`config.mk`:
```
export PLATFORM = sky130hd
export DESIGN_NAME = des_block_packer
export DESIGN_NICKNAME = d
export VERILOG_FILES = /design/src/rtl/des_stream_pkg.sv /design/src/rtl/des_pad_fill.sv /design/src/rtl/des_block_packer.sv
export SDC_FILE = /design/constraint.sdc
export NUM_CORES = 1
export LEC_CHECK = 0
export ABC_AREA = 1
export CAP_MARGIN = 15
export CORE_ASPECT_RATIO = 1.5
export CORE_MARGIN = 1.5
export CORE_UTILIZATION = 52
export CTS_CLUSTER_DIAMETER = 100
export DETAILED_ROUTE_END_ITERATION = 16
export GPL_ROUTABILITY_DRIVEN = 0
export PLACE_DENSITY = 0.81
export SETUP_SLACK_MARGIN = 0.02
export SLEW_MARGIN = 20
export SYNTH_ARGS = -nofsm -noshare
export SYNTH_HDL_FRONTEND = slang
export SYNTH_SLANG_ARGS = --single-unit
```
`constraint.sdc`:
```
create_clock -name clk -period 2 [get_ports clk]
set_input_delay 0.4 -clock clk [delete_from_list [all_inputs] [get_ports clk]]
set_output_delay 0.4 -clock clk [all_outputs]
set_load 0.05 [all_outputs]
```
`src/rtl/des_stream_pkg.sv`:
```
// Shared constants and types for the DES plaintext stream path.
package des_stream_pkg;

  localparam int unsigned BLOCK_BYTES = 8;
  localparam int unsigned BLOCK_W     = 64;

  localparam bit PAD_PKCS = 1'b1;
  localparam bit PAD_ZERO = 1'b0;

  localparam logic [BLOCK_W-1:0] PKCS_FULL_BLOCK = 64'h0808080808080808;

  typedef enum logic [1:0] {
    S_FILL,
    S_HOLD,
    S_EXTRA
  } state_e;

endpackage

```
`src/rtl/des_pad_fill.sv`:
```
// Pads every byte after last_idx_i with the PKCS#7 pad count or zero.
module des_pad_fill
  import des_stream_pkg::*;
(
  input  logic [BLOCK_W-1:0] block_i,
  input  logic [2:0]         last_idx_i,
  input  logic               pad_mode_i,
  output logic [BLOCK_W-1:0] block_o
);

  logic [7:0] pad_byte;

  always_comb begin
    block_o  = block_i;
    // Pad count is the number of bytes after last_idx_i, i.e. 7 - last_idx_i.
    pad_byte = pad_mode_i ? {5'b0, 3'd7 - last_idx_i} : 8'h00;
    for (int j = 0; j < 8; j++) begin
      if (j > int'(last_idx_i)) begin
        block_o[BLOCK_W-1-8*j -: 8] = pad_byte;
      end
    end
  end

endmodule

```
`src/rtl/des_block_packer.sv`:
```
// Packs an MSB-first byte stream into padded 64-bit blocks for the DES stage.
module des_block_packer
  import des_stream_pkg::*;
#(
  parameter bit PAD_MODE = PAD_PKCS
) (
  input  logic               clk,
  input  logic               rst_n,
  input  logic [7:0]         data_in,
  input  logic               in_valid,
  input  logic               in_last,
  output logic               in_ready,
  output logic [BLOCK_W-1:0] data_out,
  output logic               out_valid,
  output logic               out_last,
  input  logic               out_ready
);

  state_e             state_q, state_d;
  logic [2:0]         byte_cnt_q, byte_cnt_d;
  logic [BLOCK_W-1:0] data_q, data_d, merged, padded;
  logic               out_valid_q, out_valid_d;
  logic               out_last_q, out_last_d;
  logic               pad_pending_q, pad_pending_d;
  logic               accept, out_fire, full_last;

  assign accept    = in_valid && in_ready;
  assign out_fire  = out_valid_q && out_ready;
  assign full_last = (byte_cnt_q == 3'd7);

  always_ff @(posedge clk or negedge rst_n) begin
    if (!rst_n) begin
      state_q       <= S_FILL;
      byte_cnt_q    <= 3'd0;
      data_q        <= '0;
      out_valid_q   <= 1'b0;
      out_last_q    <= 1'b0;
      pad_pending_q <= 1'b0;
    end else begin
      state_q       <= state_d;
      byte_cnt_q    <= byte_cnt_d;
      data_q        <= data_d;
      out_valid_q   <= out_valid_d;
      out_last_q    <= out_last_d;
      pad_pending_q <= pad_pending_d;
    end
  end

  // Current block with the incoming byte written into slot byte_cnt_q.
  always_comb begin
    merged = data_q;
    for (int j = 0; j < 8; j++) begin
      if (3'(j) == byte_cnt_q) begin
        merged[BLOCK_W-1-8*j -: 8] = data_in;
      end
    end
  end

  des_pad_fill u_pad_fill (
    .block_i    (merged),
    .last_idx_i (byte_cnt_q),
    .pad_mode_i (PAD_MODE),
    .block_o    (padded)
  );

  always_comb begin
    state_d       = state_q;
    byte_cnt_d    = byte_cnt_q;
    data_d        = data_q;
    out_valid_d   = out_valid_q;
    out_last_d    = out_last_q;
    pad_pending_d = pad_pending_q;
    unique case (state_q)
      S_FILL: begin
        if (accept) begin
          data_d = in_last ? padded : merged;
          if (in_last || full_last) begin
            state_d       = S_HOLD;
            byte_cnt_d    = 3'd0;
            out_valid_d   = 1'b1;
            // An aligned PKCS#7 message still owes a full pad block.
            out_last_d    = in_last && !(PAD_MODE && full_last);
            pad_pending_d = in_last && PAD_MODE && full_last;
          end else begin
            byte_cnt_d = byte_cnt_q + 3'd1;
          end
        end
      end
      S_HOLD: begin
        if (out_fire) begin
          if (pad_pending_q) begin
            state_d       = S_EXTRA;
            data_d        = PKCS_FULL_BLOCK;
            out_last_d    = 1'b1;
            pad_pending_d = 1'b0;
          end else begin
            state_d     = S_FILL;
            out_valid_d = 1'b0;
            out_last_d  = 1'b0;
          end
        end
      end
      S_EXTRA: begin
        if (out_fire) begin
          state_d     = S_FILL;
          out_valid_d = 1'b0;
          out_last_d  = 1'b0;
        end
      end
      default: state_d = S_FILL;
    endcase
  end

  always_comb begin
    in_ready  = (state_q == S_FILL);
    data_out  = data_q;
    out_valid = out_valid_q;
    out_last  = out_last_q;
  end

endmodule

```
==> results of run 1 <==
[final cells by class]
cell class                 instances  area, um^2
fill                             619        2280
tap                              102         128
inverter                          58         220
clock inverter                     3        17.5
multi-input combinational        411        1900
sequential                        72        1800
clock buffer                      12         256
timing repair buffer             101         963
[power groups by stage]
stage | registers (W) | clock network, W | logic, W
floorplan | 0.00149 | 0 | 0.0000287
global route | 0.00146 | 0.00156 | 0.000131
finish | 0.00146 | 0.00148 | 0.000118
global placement | 0.00148 | 0 | 0.000117
detailed placement | 0.00148 | 0 | 0.000119
CTS | 0.00146 | 0.00150 | 0.000119
[registers in the layout, summed over array words and instances (netlist names)]
register / cells
out_last: 1
byte_cnt_q: 3
state_q: 2
data_out: 64
pad_pending_q: 1
out_valid: 1
[logic make-up (layout without fill, tap and decap cells)]
group	after synthesis	after routing
AOI/OAI and AO/OA	62	62
buffers and inverters	75	174
and+or+nand+nor	339	339
DFF	72	72
adders and majority gates	10	10
[how the worst min path moves through the flow]
stage	start	endpoint	slack, ns	cells after the start
after global placement	rst_n	out_last$_DFFE_PN0P_	0.45	2
after global routing	rst_n	out_last$_DFFE_PN0P_	0.11	2
after detailed placement	rst_n	out_last$_DFFE_PN0P_	0.46	2
after floorplan	rst_n	byte_cnt_q[0]$_DFFE_PN0P_	0.10	0
final	rst_n	out_last$_DFFE_PN0P_	0.06	2
after CTS	rst_n	out_last$_DFFE_PN0P_	0.1	2
[metrics by stage]
stage / power (W) / utilization (%)
global placement: 0.00160 / 66.2
CTS: 0.00308 / 69.8
finish: 0.00306 / 69.9
detailed placement: 0.00160 / 66.2
global route: 0.00315 / 69.9
floorplan: 0.00152 / -
[layer usage]
metal	part of all wire [%]	track usage [%]	vias up
met5	0	0	-
met1	38	35.4	1847
met2	50	46.7	190
met3	6.9	6.00	48
met4	4.7	16.0	0
li1	-	-	1945
[cell usage in the layout, fill, tap and decap left out, types with 2 or more instances in the layout]
cell type and n:
buf_4 32, ha_1 9, nor2_1 62, clkdlybuf4s50_1 62
buf_12 3, clkbuf_16 9, o211ai_1 2, a21oi_1 12
inv_2 5, clkinv_2 2, nor2_4 3, o21ai_0 32
inv_1 51, dlymetal6s2s_1 3, nand2_1 198, o21ai_1 12
nand3_1 57, nand2_2 12, clkbuf_8 2, dfrtp_1 72
[timing repair]
| action | 4_1_cts | 5_1_grt |
|---|---|---|
| hold buffers | 0 | 0 |
| gates resized for setup | 0 | 4 |
| endpoints found under the setup margin | 0 | 6 |
| hold endpoints to repair | 0 | 0 |
==> run metrics, run 1 <==
status=completed; worst path arrival time=1.56 ns; clock tree sinks=72; CTS tree=built; largest family of logic cells by synthesized area=simple AND/OR/NAND/NOR gates; internal power=0.00239 W; post-route cell area=5290 um^2; critical path, cell by cell=clkdlybuf4s50_1; Psw=0.000664 W; prevailing post-synth register cell=dfrtp_1; CP max stage cell=clkdlybuf4s50_1; Post-synth EDFFs=0; Area growth syn-to-layout=30.8%; final wirelength=11000 um; non-filler cells, final=759; CP required=1.60 ns; Seq pwr share=47.7%; DR vias/cell=5.31; Die Width=75.0 um; Area contributors post-synth=dfrtp_1, nand2_1, nand3_1; share of layout cells above drive strength 1=11.9%; Fmax=0.511 GHz; Post-Synth Adder-Cell Area=3.10%; Hold Vio Cnt, Final=0; Cells after DPL=744; post-route worst setup slack=0.0448 ns; most frequent cell after synthesis=nand2_1; max_cap viols=0; RSZ-0062 raised after global routing=no; largest net degree at the start of global routing=73; Post-synth top cells=nand2_1, dfrtp_1, nor2_1; worst path buffer plus inverter count=1; share of the synthesized area in the top cell type=44.6%; sequential share of the synthesized area=44.6%; number of buffers created by CTS=9; Crit Path Category=flip-flop to output pin; total track usage=29.1%; switching share of power=21.7%; Post-Syn Instances=558; Worst Max-Slew Pin Slew=0.510 ns; Critical Path Source Type=flip-flop; asr flop ratio synth=100%; first-pass detailed-route iteration total=8; Yosys warnings=0; Post-Synth XOR/XNOR Area=0%; Largest stage delay, worst path=0.83 ns; Comb pwr share=3.9%; Synth Net Count=581; half-perimeter wire length after placement=7980 um; Synth Area per Inst=7.24 um^2; Clk Tree Root Cell=clkbuf_16; r2r setup slk=0.20 ns; CTS Buffer Depth=2; area of the die=8320 um^2; mux cell area share after synthesis=0%; fin crit share=97.8%; initial antenna violation count=0; diode count=0; initial core utilization=53.4%; DP Area=5000 um^2; drt wl/cell=14.4 um; setup TNS=0 ns; Yosys reg bits=72; Worst-Skew Late Latency=0.34 ns; CP delay by family, top=buffers and inverters; Netlist cell types=30; Post-Synth Simple-Gate Area=35.8%; I/O Pins=80; Max FO, Critical Path=3; DR iter-0 viols=325; worst setup path end=data_out[32]; setup bufs post-CTS=0; worst hold margin=0.0565 ns; core area=7560 um^2; Critical path origin=data_out[32]$_DFFE_PN0P_; PwrDens=578 nW/um^2; leakage power=2.94 nW; Setup-failing EPs final=0; Clock Skews=0.00551 ns; DR vias=4030; Place WS=0.0548 ns; Slew Viols, Final=0; FF-to-FF Start=byte_cnt_q[1]$_DFFE_PN0P_; Detail Route Antenna Nets=0; Tmin final=1.96 ns; row cnt=39; cell taking the most area after synthesis=dfrtp_1; Final Net Count=676; Die Y-Extent=111 um; Clock Power Share=48.4%; Worst setup EP type=output pin; worst hold path class=primary input to async pin; total grt overflow=0; R2R depth=8; reg2reg end=data_out[14]$_DFFE_PN0P_; port bufs=79; Critical Path Stages=1; first-pass GRT wire length=18500 um; vias in the first global route=3990; DRC=0; H-tree depth=3; Worst VDD drop=0.480 mV; Max-slew headroom=65.9%; Netlist Area Pre-Place=4040 um^2; clk slew on worst S/H paths=0.05 ns; Synth Area in Compound Gates=8.08%
No activity file was read; power rests on OpenSTA's default activity.
==> inputs of run 2 (changes only) <==
SETUP_SLACK_MARGIN = 0.15   (was 0.02)
==> run 2 against run 1 <==
  * Fmax rose by 12%
  * Worst hold slack got worse by 0.014 ns
  * Register-to-register slack improved by 0.05 ns
  * Count of clock-buffer cells in the layout fell by 1
  * Core utilization barely moved
  * Sequential cell count did not move
  * Critical path type is now flip-flop to flip-flop
  * Largest power group unchanged
  * Highest routed layer unchanged
==> run metrics, run 2 (synthesized netlist as in run 1, its figures left out) <==
DR vias=4017 (-0.32%); max_cap viols=0 (unchanged); clk slew on worst S/H paths=0.06 ns (about the same); Hold Vio Cnt, Final=0 (unchanged); commonest cells after routing, fill and taps aside=nand2_1, dfrtp_1, nor2_1, nand3_1, dlygate4sd2_1; total track usage=28.9% (-0.13 points); worst path arrival time=2.02 ns (+0.46 ns); critical path, cell by cell=inv_1 > ha_1 > nand2_2 > inv_1 > nand4_1 > nand2_1 > nand2_1 > nor2_1; Tmin final=1.75 ns (-0.202 ns); first-pass GRT wire length=18300 um (-0.86%); first-pass detailed-route iteration total=5 (-3); status=completed; Crit Path Category=flip-flop to flip-flop; worst hold path class=primary input to async pin; Final Net Count=678 (+0.30%); Clock Skews=0.00564 ns (+0.000132 ns); port bufs=79 (unchanged); total grt overflow=0 (unchanged); Die Width=75.0 um (unchanged); RSZ-0062 raised after global routing=yes; DRC=0 (unchanged); CP max stage cell=dfrtp_1; vias in the first global route=4019 (+0.73%); max FFs per register=64 (unchanged); commonest non-fill, non-tap cell in the layout=nand2_1; setup bufs post-CTS=0 (unchanged); Critical Path Source Type=flip-flop; worst hold margin=0.0428 ns (-0.0138 ns); half-perimeter wire length after placement=7950 um (-0.35%); core area=7560 um^2 (unchanged); H-tree depth=3 (unchanged); share of layout cells above drive strength 1=13.3% (+1.5 points); final wirelength=11100 um (+0.99%); largest net degree at the start of global routing=73 (unchanged); Max-slew headroom=65.6% (-0.29 points); Clk Tree Root Cell=clkbuf_16; Detail Route Antenna Nets=0 (unchanged); Worst setup EP type=flip-flop; Worst VDD drop=0.516 mV (+7.5%); DR vias/cell=5.27 (-0.72%); CTS tree=built; Largest stage delay, worst path=0.43 ns (-0.40 ns); I/O Pins=80 (unchanged); area of the die=8320 um^2 (unchanged); number of buffers created by CTS=9 (unchanged); clock tree sinks=72 (unchanged); Die Y-Extent=111 um (unchanged); Setup-failing EPs final=0 (unchanged); fin crit share=87.6% (-10 points); initial core utilization=53.4% (unchanged); Max FO, Critical Path=8 (+5); Area growth syn-to-layout=30.9% (about the same); worst path buffer plus inverter count=2 (+1); leakage power=3.08 nW (+4.8%); CP delay by family, top=simple AND/OR/NAND/NOR gates; Slew Viols, Final=0 (unchanged); hold_buf cts=0 (unchanged); initial antenna violation count=0 (unchanged); drt wl/cell=14.5 um (+0.60%); Fmax=0.570 GHz (+12%); Worst-Skew Late Latency=0.34 ns (about the same); row cnt=39 (unchanged); r2r setup slk=0.25 ns (+0.05 ns); CTS Buffer Depth=2 (unchanged); DR iter-0 viols=313 (-3.7%); Worst Max-Slew Pin Slew=0.518 ns (+0.00795 ns); setup TNS=0 ns (unchanged); Fill cells=642 (+3.7%); diode count=0 (unchanged); PwrDens=612 nW/um^2 (+5.8%); CP required=2.27 ns (+0.67 ns)
## run 2: worst reg2reg max path, cell delays in order (launching register included)
cell and delay, ns:
dfrtp_1 0.43, inv_1 0.13, ha_1 0.21, nand2_2 0.15, inv_1 0.26, nand4_1 0.24, nand2_1 0.12, nand2_1 0.05
nor2_1 0.09
## run 2: cell type report
class	instances	area, um^2	area share, %
clock buffers	11	253	4.78
clock inverters	5	55.1	1.04
inverters	58	220	4.16
multi-input cells	411	1930	36.4
flip-flops and latches	72	1810	34.1
well taps	102	128	2.41
repair buffers	103	905	17.1
## run 2: power by group
part           switching [W]  total [W]  internal (W)
sequential       0.000000829    0.00146       0.00146
combinational      0.0000809   0.000121     0.0000400
clock               0.000628    0.00166       0.00103
## run 2: worst paths after layout
path,start,endpoint,cells after the start
max,byte_cnt_q[0]$_DFFE_PN0P_,data_out[29]$_DFFE_PN0P_,8
min,rst_n,state_q[0]$_DFFE_PN0P_,2
max reg2reg,byte_cnt_q[0]$_DFFE_PN0P_,data_out[29]$_DFFE_PN0P_,8
min reg2reg,data_out[62]$_DFFE_PN0P_,data_out[62]$_DFFE_PN0P_,2
max in group asynchronous,rst_n,byte_cnt_q[2]$_DFFE_PN0P_,2
min in group clk,data_out[62]$_DFFE_PN0P_,data_out[62]$_DFFE_PN0P_,2
## run 2: repair_timing
action / CTS / global route
endpoints found under the setup margin: 92 / 53
gates resized for setup: 58 / 8
gates cloned: 0 / 0
## run 2: layer usage
layer / vias to the layer above / GRT usage, % / routed length, um
met5: - / 0 / 0
li1: 1953 / - / -
met1: 1848 / 33.3 / 4190
met4: 0 / 16.0 / 478
met3: 44 / 5.91 / 666
met2: 172 / 48.4 / 5740
## run 2: per-stage QoR
step / instance area, um^2 / cells / setup slack (ns) / total power [W] / util, %
3_5_place_dp: 5020 / 746 / 0.0977 / 0.00160 / 66.4
5_1_grt: 5290 / 762 / 0.151 / 0.00332 / 70.0
2_1_floorplan: 4050 / 558 / 0.256 / 0.00152 / -
3_3_place_gp: 5020 / 746 / 0.129 / 0.00160 / 66.4
6_report: 5290 / 762 / 0.247 / 0.00324 / 70.0
4_1_cts: 5270 / 762 / 0.169 / 0.00326 / 69.6
